==> src/rtl/mux_nt1_pipe.sv <==
// mux_nt1_pipe: N-to-1 channel multiplexer with a two-entry elastic output
// buffer (main + skid register). An item is accepted on in_valid && in_ready
// and is presented from the main register on out_data/out_valid until the
// downstream takes it with out_ready. Full throughput is sustained while
// out_ready stays high; the skid register absorbs one item of backpressure.
//
// Parameters:
//   WIDTH  data width per channel
//   N      channel count (2..16)
//   SELW   select width, N <= 2**SELW
//
// Ports:
//   clk        clock, rising-edge active
//   rst        asynchronous active-high reset
//   in_bus     N channels, channel k at [k*WIDTH +: WIDTH]
//   sel        channel select, sampled on accept
//   in_valid   upstream offers in_bus/sel
//   in_ready   buffer can accept this cycle (low while rst is high)
//   out_data   head item (main register)
//   out_valid  out_data holds an item
//   out_ready  downstream consumes this cycle
//   sel_err    sticky out-of-range select flag
//
// Build option: define MUX_SEL_CHECK_EN to make sel_err record any accepted
// select >= N until reset; otherwise sel_err is tied low. Out-of-range
// selects always store all-zero data.
//
// state   | meaning
// --------+-----------------------------------------------
// S_EMPTY | no item buffered, out_valid low
// S_ONE   | head item in main register
// S_TWO   | main holds head, skid holds next; in_ready low

module mux_nt1_pipe #(
  parameter int WIDTH = 32,
  parameter int N     = 4,
  parameter int SELW  = 2
) (
  input  logic               clk,
  input  logic               rst,
  input  logic [N*WIDTH-1:0] in_bus,
  input  logic [SELW-1:0]    sel,
  input  logic               in_valid,
  output logic               in_ready,
  output logic [WIDTH-1:0]   out_data,
  output logic               out_valid,
  input  logic               out_ready,
  output logic               sel_err
);

  typedef enum logic [1:0] {
    S_EMPTY = 2'd0,
    S_ONE   = 2'd1,
    S_TWO   = 2'd2
  } state_t;

  state_t           state_q, state_d;
  logic [WIDTH-1:0] main_q, main_d;
  logic [WIDTH-1:0] skid_q, skid_d;
  logic [WIDTH-1:0] sel_data;
  logic             accept;
  logic             consume;

  // Unmatched selects (>= N) fall through to the all-zero default.
  always_comb begin
    sel_data = '0;
    for (int k = 0; k < N; k++) begin
      if (sel == SELW'(k)) sel_data = in_bus[k*WIDTH +: WIDTH];
    end
  end

  assign in_ready  = (state_q != S_TWO) && !rst;
  assign out_valid = (state_q != S_EMPTY);
  assign out_data  = main_q;
  assign accept    = in_valid && in_ready;
  assign consume   = out_valid && out_ready;

  always_comb begin
    state_d = state_q;
    main_d  = main_q;
    skid_d  = skid_q;
    case (state_q)
      S_EMPTY: begin
        if (accept) begin
          state_d = S_ONE;
          main_d  = sel_data;
        end
      end
      S_ONE: begin
        if (accept && consume) begin
          main_d = sel_data;
        end else if (accept) begin
          state_d = S_TWO;
          skid_d  = sel_data;
        end else if (consume) begin
          state_d = S_EMPTY;
        end
      end
      S_TWO: begin
        // in_ready is low here, so only a consume can happen.
        if (consume) begin
          state_d = S_ONE;
          main_d  = skid_q;
        end
      end
      default: state_d = S_EMPTY;
    endcase
  end

  always_ff @(posedge clk or posedge rst) begin
    if (rst) begin
      state_q <= S_EMPTY;
      main_q  <= '0;
      skid_q  <= '0;
    end else begin
      state_q <= state_d;
      main_q  <= main_d;
      skid_q  <= skid_d;
    end
  end

`ifdef MUX_SEL_CHECK_EN
  logic sel_oor;
  logic sel_err_q;

  always_comb begin
    sel_oor = 1'b1;
    for (int k = 0; k < N; k++) begin
      if (sel == SELW'(k)) sel_oor = 1'b0;
    end
  end

  always_ff @(posedge clk or posedge rst) begin
    if (rst) begin
      sel_err_q <= 1'b0;
    end else if (accept && sel_oor) begin
      sel_err_q <= 1'b1;
    end
  end

  assign sel_err = sel_err_q;
`else
  assign sel_err = 1'b0;
`endif

endmodule

==> config.mk <==
export PLATFORM = sky130hd
export DESIGN_NAME = mux_nt1_pipe
export DESIGN_NICKNAME = d
export VERILOG_FILES = /design/src/rtl/mux_nt1_pipe.sv
export SDC_FILE = /design/constraint.sdc
export NUM_CORES = 1
export LEC_CHECK = 0
export ABC_AREA = 1
export CORE_MARGIN = 1
export CORE_UTILIZATION = 30
export DETAILED_ROUTE_END_ITERATION = 10
export SLEW_MARGIN = 20
export SYNTH_ARGS = -nofsm -noshare
export SYNTH_HDL_FRONTEND = slang
export SYNTH_SLANG_ARGS = --single-unit
==> constraint.sdc <==
create_clock -name clk -period 2.55 [get_ports clk]
set_input_delay 0.51 -clock clk [delete_from_list [all_inputs] [get_ports clk]]
set_output_delay 0.51 -clock clk [all_outputs]
set_load 0.005 [all_outputs]
==> impl_metrics.tcl <==
set metrics [dict create \
    viasPerCell 4.72 \
    async_flop_share_pct 100 \
    cts_made_buffers 9 \
    grt_pass1_vias 4299 \
    synth_most_common_cell "nand2_1" \
    drt_iter0_drc 235 \
    synth-compound-area-share_pct 8.71 \
    relSlewSlack_pct 36.6 \
    min_from "out_data[4]" \
    hold_depth 2 \
    cts.sink_count 66 \
    yosysSeqAreaShare_pct 41.8 \
    die_y_um 117 \
    path_class "in2out" \
    hpwl_um 9410 \
    setup_viol 0 \
    synth_top_family_by_area "simple AND/OR/NAND/NOR gates" \
    p_leak_nw 2.75 \
    syn2layout_area_growth_pct 52.5 \
    p_per_area_nw_per_um2 678 \
    skew_ps 5.89 \
    finalCritPeriodShare_pct 82.7 \
    syn_area_um2 3950 \
    synth-xor-area-share_pct 0 \
    ys_warn_count 0 \
    min_path_type "reg2reg" \
    cts_tree "yes" \
    grt_pass1_wl_um 21000 \
    synth_edf_count 0 \
    rows 41 \
    hold_buffers 0 \
    crit_path_end_kind "primary output" \
    grt_max_degree 55 \
    grt-ovfl-total 0 \
    start_util_pct 31.0 \
    max-vdd-ir-drop_mv 0.385 \
    r2r_start "state_q[1]" \
    maxCapViolCount 0 \
    muxShareOfSynthArea_pct 0 \
    synthAdderAreaFrac_pct 0 \
    fillers 1317 \
    layout.nets 868 \
    clockBufferDepth 2 \
    clk-insertion-delay-late_ps 330 \
    first_pass_iters 4 \
    vias 4284 \
    post_drt_wl_per_cell_um 14.5 \
    fmax_mhz 474 \
    synth.distinct_cells 21 \
    antenna_left 0 \
    yosys.area.top_type "dfrtp_1" \
    antenna_found_initial 0 \
    fin_tns_setup_ps 0 \
    multi_input_area_um2 2080 \
    pin_count 169 \
    ys_ff_latch 66 \
    htreeDepth 3 \
    postCtsSetupRepairBufs 0 \
    netlist_instances 578 \
    worstMarginPinSlew_ps 948 \
    seq_area_um2 1650 \
    drcViolationCount 0 \
    finalMaxSlewViolations 0 \
    hold_violations 0 \
    synth_common_cells "229 x nand2_1, 98 x nand3_1, 66 x dfrtp_1" \
    clockRootBuffer "clkbuf_16" \
    synthesis.nets 712 \
    fin_crit_ps 2110 \
    synthSimpleGateAreaFrac_pct 43.4 \
    post-route-util_pct 47.4 \
    dieArea_um2 13600 \
    cp_max_fo 2 \
    finalWirelength_um 13200 \
    cts_resized 0 \
    synthTopCellsByArea "dfrtp_1 42%, nand2_1 22%, nand3_1 12%" \
    synth_top_area_share_pct 41.8 \
    r2r_cells 7 \
    drive_gt1_share_pct 5.03 \
    status "finished, final reports clean" \
    setup.worst_path.start "rst" \
    core_um2 12700 \
    required_ps 2040 \
    power_w 0.00408 \
    rsz0062_at_grt "false" \
    gp_congestion 0.800 \
    n_antenna_cell 0 \
    worst_ep_arrival_time_ps 1600 \
    cp-start-kind "input pin" \
    syn_area_per_cell_um2 6.83 \
    grt_use_total_pct 20.3 \
    clkTransAtPathRegs_ps 50 \
    port_buffers 167 \
    synth_ff_type "dfrtp_1" \
    die_x_um 117 \
]
==> cell usage in the layout (no fill, tap or decap), drive strengths merged, types with 11 or more instances in the layout <==
master and count:
a21oi 33, buf 17, clkbuf 11, clkdlybuf4s50 166, dfrtp 66, nand2 229
nand3 98, nor2 38, o21ai 33, or2 32
==> sequential cells by signal, summed over array words and instances, names as in the netlist <==
signal,flops
state_q,2
skid_q,32
out_data,32
==> kinds of logic after synthesis <==
| group | count (synthesis) |
|---|---|
| AND/OR/NAND/NOR | 398 |
| AO/OA/AOI/OAI | 67 |
| flip-flops | 66 |
| buffers and inverters | 46 |
| other | 1 |
==> final cells by class <==
type / instances / share of cell area (%)
multi-input combinational: 466 / 34.5
clock inverter: 1 / 0.0831
clock buffer: 11 / 4.03
timing repair buffer: 183 / 29.9
tap: 172 / 3.57
sequential: 66 / 27.4
inverter: 8 / 0.561
==> metrics by stage <==
step / instance area (µm²) / instances / hold WS [ps] / setup WS, ps
floorplan: 3950 / 578 / 472 / 142
global placement: 5780 / 895 / 463 / 327
detailed placement: 5780 / 895 / 467 / 315
CTS: 6030 / 907 / 480 / 432
global route: 6030 / 907 / 503 / 315
finish: 6030 / 907 / 474 / 441
==> worst paths after layout <==
path,end,slack [ps]
min in group asynchronous,skid_q[18],670
max in group asynchronous,out_data[13],1200
worst max register to register,skid_q[15],490
worst min-delay path,out_data[4],470
worst max-delay path,in_ready,440
worst min register to register,out_data[4],470
==> worst max-delay path, cell delays in order <==
cell and delay, ps:
clkdlybuf4s50_1 460, nor2_1 130, clkdlybuf4s50_1 500
==> metal layers <==
metal	vias up	global-route usage, %	routed length [µm]
met5	-	0	0
met2	134	34.8	6400
met3	13	4.57	876
met4	0	7.09	216
met1	1961	25.1	5670
li1	2176	-	-
==> report_power, final <==
| part | internal (W) | leakage, nW | total (W) | switching [W] |
|---|---|---|---|---|
| logic | 0.000747 | 1.83 | 0.00135 | 0.000599 |
| registers | 0.00145 | 0.792 | 0.00167 | 0.000219 |
| clock network | 0.000660 | 0.123 | 0.00107 | 0.000408 |
(Power assumes the default switching activity.)
